==> config.mk <==
export PLATFORM = sky130hd
export DESIGN_NAME = dispatch_controller
export DESIGN_NICKNAME = d
export VERILOG_FILES = /design/src/rtl/core_pkg.sv /design/src/rtl/dispatch_pkg.sv /design/src/rtl/dispatch_stat_counter.sv /design/src/rtl/dispatch_controller.sv
export SDC_FILE = /design/constraint.sdc
export NUM_CORES = 1
export LEC_CHECK = 0
export CAP_MARGIN = 20
export CORE_MARGIN = 5
export CORE_UTILIZATION = 33
export DETAILED_ROUTE_END_ITERATION = 16
export PLACE_DENSITY = 0.67
export SLEW_MARGIN = 25
export SYNTH_ARGS = -nofsm -noshare
export SYNTH_HDL_FRONTEND = slang
export SYNTH_SLANG_ARGS = --single-unit
export TNS_END_PERCENT = 30
==> constraint.sdc <==
create_clock -name clk -period 4.4 [get_ports clk]
set_input_delay 0.44 -clock clk [delete_from_list [all_inputs] [get_ports clk]]
set_output_delay 0.44 -clock clk [all_outputs]
set_load 0.01 [all_outputs]
==> src/rtl/core_pkg.sv <==
// Core-wide decoded instruction types shared between decode and the back end.
package core_pkg;

   typedef struct packed {
      logic [1:0] instruction_type;
      logic [3:0] alu_op;
      logic [4:0] rd;
      logic [4:0] rs1;
      logic [4:0] rs2;
      logic       reg_write;
      logic       mem_read;
      logic       mem_write;
      logic       illegal;
   } control_signal_bus;

endpackage

==> src/rtl/dispatch_pkg.sv <==
// Dispatch-stage constants: reservation-station type codes and the slot FSM state.
package dispatch_pkg;

   localparam logic [1:0] ITYPE_ALU    = 2'b00;
   localparam logic [1:0] ITYPE_BRANCH = 2'b01;
   localparam logic [1:0] ITYPE_LOAD   = 2'b10;
   localparam logic [1:0] ITYPE_STORE  = 2'b11;

   typedef enum logic {ST_EMPTY, ST_HELD} dispatch_state_t;

   function automatic logic [3:0] station_onehot(input logic [1:0] itype);
      return 4'b0001 << itype;
   endfunction

endpackage

==> src/rtl/dispatch_stat_counter.sv <==
// 32-bit saturating event counter with synchronous clear and a parallel load.
module dispatch_stat_counter (
   input  logic        clk,
   input  logic        clear,
   input  logic        load,
   input  logic [31:0] load_value,
   input  logic        inc,
   output logic [31:0] count
);

   always_ff @(posedge clk) begin
      if (clear)
         count <= '0;
      else if (load)
         count <= load_value;
      else if (inc && (count != 32'hFFFF_FFFF))
         count <= count + 32'd1;
   end

endmodule

==> src/rtl/dispatch_controller.sv <==
// Single-slot dispatch stage: holds one decoded instruction, allocates a ROB entry and
// strobes the reservation station chosen by its type. Optional stats: DISPATCH_STATS_EN.
module dispatch_controller
   import core_pkg::*;
   import dispatch_pkg::*;
#(
   parameter int XLEN          = 32,
   parameter int ROB_TAG_WIDTH = 3
) (
   input  logic                     clk,
   input  logic                     reset,
   input  logic                     instruction_valid,
   output logic                     instruction_ready,
   input  logic [XLEN-1:0]          immediate,
   input  logic [XLEN-1:0]          pc,
   input  control_signal_bus        control_signals,
   input  logic                     flush,
   input  logic                     rob_full,
   input  logic [ROB_TAG_WIDTH-1:0] rob_tail_tag,
   output logic                     rob_alloc,
   input  logic [3:0]               rs_full,
   output logic [3:0]               rs_dispatch,
   output logic [XLEN-1:0]          dispatch_immediate,
   output logic [XLEN-1:0]          dispatch_pc,
   output control_signal_bus        dispatch_control,
   output logic [ROB_TAG_WIDTH-1:0] dispatch_rob_tag
`ifdef DISPATCH_STATS_EN
   ,
   output logic [31:0]              stall_rob_cycles,
   output logic [31:0]              stall_rs_cycles,
   output logic [31:0]              dispatched_count
`endif
);

   dispatch_state_t state, state_nxt;
   logic            hold_valid;
   logic [1:0]      held_type;
   logic            fire;
   logic            accept;

   assign hold_valid = (state == ST_HELD);
   assign held_type  = dispatch_control.instruction_type;

   always_ff @(posedge clk) begin
      if (reset)
         state <= ST_EMPTY;
      else
         state <= state_nxt;
   end

   // Flush outranks everything: it masks both fire and accept before they reach the FSM.
   always_comb begin
      state_nxt         = state;
      fire              = 1'b0;
      instruction_ready = 1'b0;
      accept            = 1'b0;
      rob_alloc         = 1'b0;
      rs_dispatch       = 4'b0000;
      dispatch_rob_tag  = '0;

      fire              = hold_valid && !flush && !rob_full && !rs_full[held_type];
      instruction_ready = !flush && (!hold_valid || fire);
      accept            = instruction_valid && instruction_ready;

      if (fire) begin
         rob_alloc        = 1'b1;
         rs_dispatch      = station_onehot(held_type);
         dispatch_rob_tag = rob_tail_tag;
      end

      if (flush)
         state_nxt = ST_EMPTY;
      else if (accept)
         state_nxt = ST_HELD;
      else if (fire)
         state_nxt = ST_EMPTY;
   end

   // Slot data is only written on accept; when EMPTY it is stale but strobes are gated.
   always_ff @(posedge clk) begin
      if (reset) begin
         dispatch_immediate <= '0;
         dispatch_pc        <= '0;
         dispatch_control   <= '0;
      end else if (accept) begin
         dispatch_immediate <= immediate;
         dispatch_pc        <= pc;
         dispatch_control   <= control_signals;
      end
   end

`ifdef DISPATCH_STATS_EN
   logic stall;

   assign stall = hold_valid && !flush && !fire;

   dispatch_stat_counter u_stall_rob (
      .clk(clk), .clear(reset), .load(1'b0), .load_value(32'd0),
      .inc(stall && rob_full), .count(stall_rob_cycles)
   );

   dispatch_stat_counter u_stall_rs (
      .clk(clk), .clear(reset), .load(1'b0), .load_value(32'd0),
      .inc(stall && !rob_full), .count(stall_rs_cycles)
   );

   dispatch_stat_counter u_dispatched (
      .clk(clk), .clear(reset), .load(1'b0), .load_value(32'd0),
      .inc(fire), .count(dispatched_count)
   );
`endif

endmodule

# Yosys cells after proc, flatten, opt, wreduce, memory -nomap -nowiden
# Index checks and enable logic that the tools add are counted.
# op_classes
magnitude_cmp,1
n_reduce_logical,12
shift,1
n_mux,7
# ops
operator,n
logical AND 1 bit,5
logical NOT 1 bit,4
2-to-1 mux 1 bit,4
2-to-1 mux 4 bit,1
left shift 1 x 2 -> 4 bit (first input constant),1
less-than comparator 2 x 3 -> 1 bit (second input constant),1
2-to-1 mux 3 bit,1
binary-select mux 1 bit (select 2 bit),1
nonzero test 2 bit,1
OR reduction 2 bit,1
logical OR 1 bit,1
# word_totals
word_cells,33
register_bits,90
input_bits,101
output_inout_bits,98

# Logic depth before layout (Yosys ltp)
# Gate-level depths: netlist of run 1.
# logic_depth
depth_word,8
ltp_mapped,7
ltp_nobuf,4

# Worst setup path before layout of run 1
# OpenSTA, ideal clock, no wires.
# synth_timing
kind,register to output
startpoint,register dispatch_control (netlist bit held_type[0])
endpoint,output port dispatch_rob_tag[0]
path_slack_ps,2617
path_buffers,1
stages_incl_launch_ff,6
t_required_ps,3960
arrival_time_ps,1343
path_cell_list,dfxtp_1 buf_4 mux2i_1 nand2b_1 a21oi_1 and2_1
# synth_via
elab_chain_cells,5
# synth_rtl
item,line,rtl
from (decl),dispatch_controller.sv:25,"output control_signal_bus dispatch_control,"
from (signal assigned),dispatch_controller.sv:88,dispatch_control <= control_signals;
binary-select mux 1 bit (select 2 bit),dispatch_controller.sv:61,fire = hold_valid && !flush && !rob_full && !rs_full[held_type];
2-to-1 mux 1 bit (implied by the code),dispatch_controller.sv:61,
logical NOT 1 bit,dispatch_controller.sv:61,
logical AND 1 bit,dispatch_controller.sv:61,
2-to-1 mux 3 bit,dispatch_controller.sv:65,if (fire) begin
to (decl),dispatch_controller.sv:26,output logic [ROB_TAG_WIDTH-1:0] dispatch_rob_tag
# No other way between the ends. The select of a mux whose other input is x is not followed.

# Worst setup path after layout of run 1
# layout_timing
startpoint,input port flush
endpoint,output port dispatch_rob_tag[2]
# layout_via
elab_chain_cells,5
# layout_rtl
item,line,rtl
from (decl),dispatch_controller.sv:17,"input logic flush,"
logical NOT 1 bit,dispatch_controller.sv:61,
logical AND 1 bit (3 in series),dispatch_controller.sv:61,
2-to-1 mux 3 bit,dispatch_controller.sv:65,
# No other way between the ends.

==> metrics.txt, run 1 <==
net switching power=0.481 mW; slew at the pin with the worst max-slew slack=901 ps; Comb power frac=0.176; global placement routability congestion=0.779; clock buffer depth=2; Initial Utilization=0.340; Mapped Area=4120 um2; post-cts resize count=0; maximum fanout count along the critical path=5; run status=completed; Final ANT Viol Nets=0; final sum of negative setup slack=0 ps; number of buffers added by the clock tree synthesis step=9; Starting DRT DRC Count=105; type of the worst min-delay path=reg2reg; fraction of power spent switching nets=0.221; Final Instance Area=6530 um2; sinks on the clock net=90; Vert. Die Dim=122 um; leakage power summed over all cells=2.74 nW; required time of the critical path=3960 ps; power density of the placed cells=333 nW/um2; delay of the slowest critical-path stage=540 ps; worst-case clock skew=9.36 ps; clock tree from TritonCTS=done; Die Footprint=14800 um2; cell type of the slowest stage on the worst timing path=clkdlybuf4s50_1; most used cells in the layout excluding fill and tap cells=197 x clkdlybuf4s50_1, 179 x nand2b_1, 91 x mux2i_1; area of placed instances=6170 um2; count of final hold-check violations=0; Top Ports=199; dominant delay contributor by cell family on the critical path=buffers and inverters; number of global-route vias before repair=3349; Final Setup Violations=0; largest net degree at the start of global routing=180; DRC violations left=0; worst path buffer plus inverter count=2; Core Footprint=12100 um2; n_diodes=0; period utilisation layout=0.601; DP Wirelength=7770 um; cell total after placement=749; Post-Syn Instances=411; nature of the critical path startpoint=input port; RSZ-0062 raised after global routing=false; final net count=693; syn nets=512; number of buffers inserted for hold repair after clock tree synthesis=0; count of different cell masters after synthesis=19; Max-Cap Viols=0; clk slew on worst S/H paths=60 ps; portion of total power attributed to the clock network=0.413; CP Class=in2out; internal power of the cells=1.69 mW; growth of design area from synthesis to finish=58.6%; non-filler cells in the finished layout=765; input/output buffers=198; Power Total=2.18 mW; share of total power in sequential cells=0.411; yosys synthesis warning count=0; die width=122 um; number of post-CTS setup repair buffers=0; first-pass GRT wire length=16800 um; Tot GR Track Use=0.142; total via count after detailed routing=3309; post-detailed-route wirelength per cell=14.0 um; # H-tree levels=3; count of pins over their slew limit=0; root buf cell=clkbuf_16; routed via count divided by cell count=4.33; worst-case headroom to the max-slew limit=0.399; detailed-router iteration count before antenna repair=4; total global routing overflow=0; most frequent standard cell in the layout excluding fill and tap cells=clkdlybuf4s50_1; share of layout cells above drive strength 1=0.0318; endpoint type of the worst setup path=primary output; R2R setup slack=2090 ps; clk_lat worst skew=340 ps; total wirelength of the detailed-routed design=10700 um; maximum resistive drop on vdd=0.000204 V; antenna violations before repair=0; WP data arrival=2210 ps; Final min period=2650 ps; Mapped Avg Cell Area=10.0 um2; floorplan row count=40; synthesized flop and latch total=90; FMAX=0.378 GHz; cell-by-cell trace of the critical path=clkdlybuf4s50_1, nor2_1, nand2_1, a21oi_1, and2_1, clkdlybuf4s50_1; Critical Path Most Common Cell=clkdlybuf4s50_1; sequential element share of the synthesized area=0.438
## synth_stat cells, drive strengths merged
master / instances / area (um2)
o21ai: 1 / 5.00
nor3: 2 / 10.0
nor2: 3 / 11.3
dfxtp: 90 / 1800
nand2: 5 / 26.3
a221o: 1 / 10.0
nor4: 1 / 6.26
mux2i: 91 / 911
a21oi: 1 / 5.00
nor4b: 1 / 8.76
and2: 3 / 18.8
nor3b: 2 / 15.0
clkbuf: 20 / 75.1
nand3: 1 / 5.00
nand2b: 179 / 1120
buf: 10 / 86.3
## worst min-delay path, stage by stage, from the launching register on
cell	delay, ps
dfxtp_1	310
nand2b_1	60
mux2i_1	60
## path summary, 6_finish.rpt
kind,start,depth (start not counted),to
worst max register to register,held_type[0],5,dispatch_immediate[5]
worst min register to register,dispatch_immediate[20],2,dispatch_immediate[20]
worst min-delay path,dispatch_immediate[20],2,dispatch_immediate[20]
worst max-delay path,flush,6,dispatch_rob_tag[2]
## kinds of logic (layout without fill, tap and decap cells)
group / count (synthesis) / in the layout / synth area share
AOI/OAI and AO/OA: 3 / 3 / 0.00486
buffers and inverters: 30 / 216 / 0.0392
muxes: 91 / 91 / 0.221
and+or+nand+nor: 197 / 197 / 0.297
DFF: 90 / 90 / 0.438
## through the flow
stage	worst slack, ps	hold slack, ps	utilization
after detailed placement	1620	465	0.510
after CTS	1740	476	0.539
final	1750	475	0.539
after global placement	1680	461	0.510
after floorplan	2620	463	-
after global routing	1600	495	0.539
## power by group through the flow
stage	clock (mW)	sequential (mW)	combinational (mW)
6_report	0.899	0.894	0.382
3_5_place_dp	0	0.912	0.388
2_1_floorplan	0	0.932	0.151
5_1_grt	0.971	0.900	0.411
4_1_cts	0.929	0.894	0.389
3_3_place_gp	0	0.911	0.382
## final cells by class
type / instances / area (um2)
fillers: 1093 / 5580
repair buffers: 200 / 2010
clock inverters: 4 / 97.6
well taps: 168 / 210
flip-flops and latches: 90 / 1800
multi-input cells: 291 / 2150
clock buffers: 12 / 256
## state kept, by name (all words and copies together) (netlist names)
signal / cells
dispatch_control: 23
dispatch_immediate: 32
dispatch_pc: 32
held_type: 2
hold_valid: 1
## per-layer routing
metal | routed length (um) | part of all wire | track usage | vias to the layer above
li1 | - | - | - | 1685
met1 | 4660 | 0.44 | 0.169 | 1489
met2 | 4950 | 0.46 | 0.227 | 119
met3 | 886 | 0.083 | 0.0552 | 16
met4 | 201 | 0.019 | 0.0602 | 0
met5 | 0 | 0 | 0 | -
Note: power is estimated with default switching activity, not from simulation.
==> inputs of run 2 (changes only) <==
PLACE_DENSITY = 0.7   (was 0.67)
clock period = 2.4 ns   (was 4.4 ns; I/O delays follow)
==> run 2 against run 1 <==
Effect of this change: combinational power rose by 87%; setup slack got worse by 1700 ps; flip-flop and latch count stayed put; critical path type is now reg2out.
==> metrics.txt, run 2 (synthesized netlist as in run 1, its figures left out) <==
Final Setup Violations=0; maximum fanout count along the critical path=8; final sum of negative setup slack=0 ps; total global routing overflow=0; Final Instance Area=6540 um2; most used cells in the layout excluding fill and tap cells=197 x clkdlybuf4s50_1, 179 x nand2b_1, 90 x mux2i_1; utilization after layout=0.540; Tot GR Track Use=0.142; Top Ports=199; worst path buffer plus inverter count=1; DP Wirelength=8080 um; clk slew on worst S/H paths=60 ps; Starting DRT DRC Count=120; endpoint type of the worst setup path=primary output; area of placed instances=6250 um2; n_diodes=0; first-pass GRT wire length=17000 um; nature of the critical path startpoint=flop; run status=completed; fill cell instance count of the final layout=1142; WHS=462 ps; required time of the critical path=2160 ps; top flop regs=dispatch_immediate: 32 flops, dispatch_pc: 32 flops, dispatch_control: 23 flops; Final ANT Viol Nets=0; post-cts resize count=1; leakage power summed over all cells=2.75 nW; Power Total=3.69 mW; total via count after detailed routing=3347; detailed-router iteration count before antenna repair=4; number of global-route vias before repair=3438; cell type of the slowest stage on the worst timing path=clkdlybuf4s50_1; pre-CTS worst setup slack=168 ps; dominant delay contributor by cell family on the critical path=buffers and inverters; die width=122 um; final net count=698; share of layout cells above drive strength 1=0.0432; number of buffers added by the clock tree synthesis step=9; WP data arrival=2060 ps; cell-by-cell trace of the critical path=mux2i_2, nand2b_1, a21oi_2, and2_1, clkdlybuf4s50_1; clk_lat worst skew=330 ps; worst-case headroom to the max-slew limit=0.604; maximum resistive drop on vdd=0.000264 V; worst-case clock skew=5.75 ps; count of final hold-check violations=0; # H-tree levels=3; slew at the pin with the worst max-slew slack=594 ps; Die Footprint=14800 um2; total wirelength of the detailed-routed design=10800 um; routed via count divided by cell count=4.35; largest net degree at the start of global routing=83; Initial Utilization=0.340; Max-Cap Viols=0; delay of the slowest critical-path stage=550 ps; power density of the placed cells=565 nW/um2; FMAX=0.435 GHz; root buf cell=clkbuf_16; antenna violations before repair=0; DRC violations left=0; post-detailed-route wirelength per cell=14.0 um; floorplan row count=40; number of post-CTS setup repair buffers=0; most frequent standard cell in the layout excluding fill and tap cells=clkdlybuf4s50_1; cell total after placement=754; sinks on the clock net=90; clock tree from TritonCTS=done; post-route worst setup slack=102 ps; Core Footprint=12100 um2; number of buffers inserted for hold repair after clock tree synthesis=0; Final min period=2300 ps; count of pins over their slew limit=0; period utilisation layout=0.958; global placement routability congestion=0.790; non-filler cells in the finished layout=770; growth of design area from synthesis to finish=58.9%; Vert. Die Dim=122 um; CP Class=reg2out; input/output buffers=198; clock buffer depth=2; type of the worst min-delay path=in2reg
## run 2: changes by cell type in the layout (fill, tap and decap cells not counted)
cell and change:
buf_6 -1, mux2i_2 +1, clkinv_2 +2, buf_12 +3
clkinvlp_4 -1, a21oi_2 +1, mux2i_1 -1, clkbuf_1 +1
dfxtp_1 -1, dfxtp_2 +1, a21oi_1 -1, buf_4 +3
bufinv_16 -3, clkbuf_8 +1
## run 2: final timing paths
kind                                startpoint                endpoint  slack [ps]  depth (start not counted)
worst min-delay path                     pc[2]          dispatch_pc[2]         460                          3
worst max-delay path              held_type[0]     dispatch_rob_tag[0]         100                          5
worst max register to register    held_type[1]  dispatch_immediate[12]         550                          5
worst min register to register  dispatch_pc[5]          dispatch_pc[5]         470                          2
## run 2: final cells by class
class                   count  area (um2)  share of cell area
flip-flops and latches     90        1800               0.276
clock buffers              14         274              0.0419
clock inverters             2        10.0             0.00153
multi-input cells         291        2160               0.330
well taps                 168         210              0.0321
repair buffers            205        2080               0.318
## run 2: worst min-delay path, cell delays in order
cell and delay [ps]:
clkdlybuf4s50_1 390, nand2b_1 60, mux2i_1 50
## run 2: routing by layer
layer | global-route usage | vias to the layer above | share of wire
met5 | 0 | - | 0
met4 | 0.0567 | 0 | 0.022
met3 | 0.0562 | 19 | 0.088
met2 | 0.232 | 120 | 0.47
met1 | 0.167 | 1512 | 0.42
li1 | - | 1696 | -
## run 2: power by group
group          switching (mW)  total (mW)  internal, mW  leakage (nW)
clock network           0.552        1.34         0.784         0.143
registers              0.0519        1.64          1.59         0.737
logic                   0.260       0.716         0.456          1.87
==> inputs of run 3 (changes only) <==
CELL_PAD_IN_SITES_DETAIL_PLACEMENT = 0   (was default)
CELL_PAD_IN_SITES_GLOBAL_PLACEMENT = 2   (was default)
CORE_UTILIZATION = 32   (was 33)
DONT_BUFFER_PORTS = 1   (was default)
PLACE_DENSITY = default   (was 0.7)
PLACE_DENSITY_LB_ADDON = 0.1   (was default)
TNS_END_PERCENT = default   (was 30)
==> run 3 against run 2 <==
Effect of this change: core utilization decreased by 18 points; cell area decreased by 31%; sequential power rose by 4%; routed wire length shrank 12%; critical endpoint unchanged.
==> metrics.txt, run 3 (synthesized netlist as in run 1, its figures left out) <==
run status=completed; worst-case headroom to the max-slew limit=0.618; utilization after layout=0.355; type of the worst min-delay path=in2reg; RSZ-0062 raised after global routing=false; count of final hold-check violations=0; Final ANT Viol Nets=0; worst path buffer plus inverter count=0; clock tree from TritonCTS=done; cell total after placement=556; cell-by-cell trace of the critical path=mux2i_1, nand2b_1, a21oi_1, and2_1; Comb power frac=0.086; root buf cell=clkbuf_16; first-pass GRT wire length=14200 um; Core Footprint=12600 um2; Final min period=2160 ps; Top Ports=199; final net count=497; WP data arrival=1920 ps; number of global-route vias before repair=2667; endpoint type of the worst setup path=primary output; FMAX=0.462 GHz; net switching power=0.768 mW; internal power of the cells=2.43 mW; antenna violations before repair=0; Tot GR Track Use=0.123; period utilisation layout=0.901; fraction of power spent switching nets=0.240; clk slew on worst S/H paths=60 ps; number of post-CTS setup repair buffers=0; pre-CTS worst setup slack=504 ps; power density of the placed cells=715 nW/um2; most frequent standard cell in the layout excluding fill and tap cells=nand2b_1; Final Setup Violations=0; Power Total=3.20 mW; maximum resistive drop on vdd=0.000258 V; leakage power summed over all cells=1.97 nW; total wirelength of the detailed-routed design=9540 um; worst-case clock skew=3.57 ps; slew at the pin with the worst max-slew slack=566 ps; non-filler cells in the finished layout=570; floorplan row count=41; share of total power in sequential cells=0.532; routed via count divided by cell count=4.52; portion of total power attributed to the clock network=0.382; Die Footprint=15200 um2; nature of the critical path startpoint=flop; global placement routability congestion=0.682; # H-tree levels=3; total via count after detailed routing=2579; final sum of negative setup slack=0 ps; sinks on the clock net=90; total global routing overflow=0; n_diodes=0; clock buffer depth=2; number of buffers added by the clock tree synthesis step=9; Starting DRT DRC Count=112; post-route worst setup slack=237 ps; most used cells in the layout excluding fill and tap cells=179 x nand2b_1, 91 x mux2i_1, 90 x dfxtp_1; die width=123 um; post-detailed-route wirelength per cell=16.7 um; Initial Utilization=0.326; growth of design area from synthesis to finish=8.88%; clk_lat worst skew=340 ps; Vert. Die Dim=123 um; dominant delay contributor by cell family on the critical path=flip-flops; DP Wirelength=6570 um; Max-Cap Viols=0; delay of the slowest critical-path stage=540 ps; top flop regs=dispatch_immediate: 32 flops, dispatch_pc: 32 flops, dispatch_control: 23 flops; largest net degree at the start of global routing=180; count of pins over their slew limit=0; detailed-router iteration count before antenna repair=4; cell type of the slowest stage on the worst timing path=dfxtp_1; DRC violations left=0; maximum fanout count along the critical path=8; input/output buffers=0; required time of the critical path=2160 ps; share of layout cells above drive strength 1=0.0352; fill cell instance count of the final layout=1280; CP Class=reg2out
==> run 3: routing by layer <==
metal / vias up / global-route usage / routed length [um]
met5: - / 0 / 0
met4: 0 / 0.0685 / 240
met3: 14 / 0.0663 / 1290
met2: 111 / 0.191 / 4280
met1: 1162 / 0.134 / 3730
li1: 1292 / - / -
==> run 3: layout make-up <==
type	count	area (um2)	area share
Sequential cell	90	1800	0.402
Timing Repair Buffer	4	70.1	0.0156
Clock inverter	1	5.00	0.00112
Tap cell	172	215	0.0480
Multi-Input combinational cell	291	2150	0.480
Clock buffer	12	236	0.0528
==> run 3: power groups by stage <==
stage	logic (mW)	registers, mW	clock network (mW)
finish	0.276	1.70	1.22
global route	0.307	1.72	1.34
CTS	0.282	1.71	1.29
detailed placement	0.279	1.74	0
global placement	0.272	1.74	0
floorplan	0.277	1.71	0
==> run 3: final timing paths <==
path | start | endpoint | slack, ps | depth (start not counted)
hold reg to reg | hold_valid | hold_valid | 500 | 2
setup / recovery | held_type[0] | dispatch_rob_tag[0] | 240 | 4
hold / removal | control_signals[4] | dispatch_control[4] | 50 | 2
setup reg to reg | held_type[0] | dispatch_pc[15] | 500 | 5
==> run 3: stage by stage <==
stage | hold WS, ps | cell area, um2
finish | 45.2 | 4480
global route | 31.7 | 4480
CTS | 25.6 | 4480
detailed placement | 360 | 4230
global placement | 356 | 4230
floorplan | 349 | 4120
==> run 3: what timing repair did <==
action                    CTS  global route
hold endpoints to repair    1             0
resized for setup           0             0
hold buffers                1             0
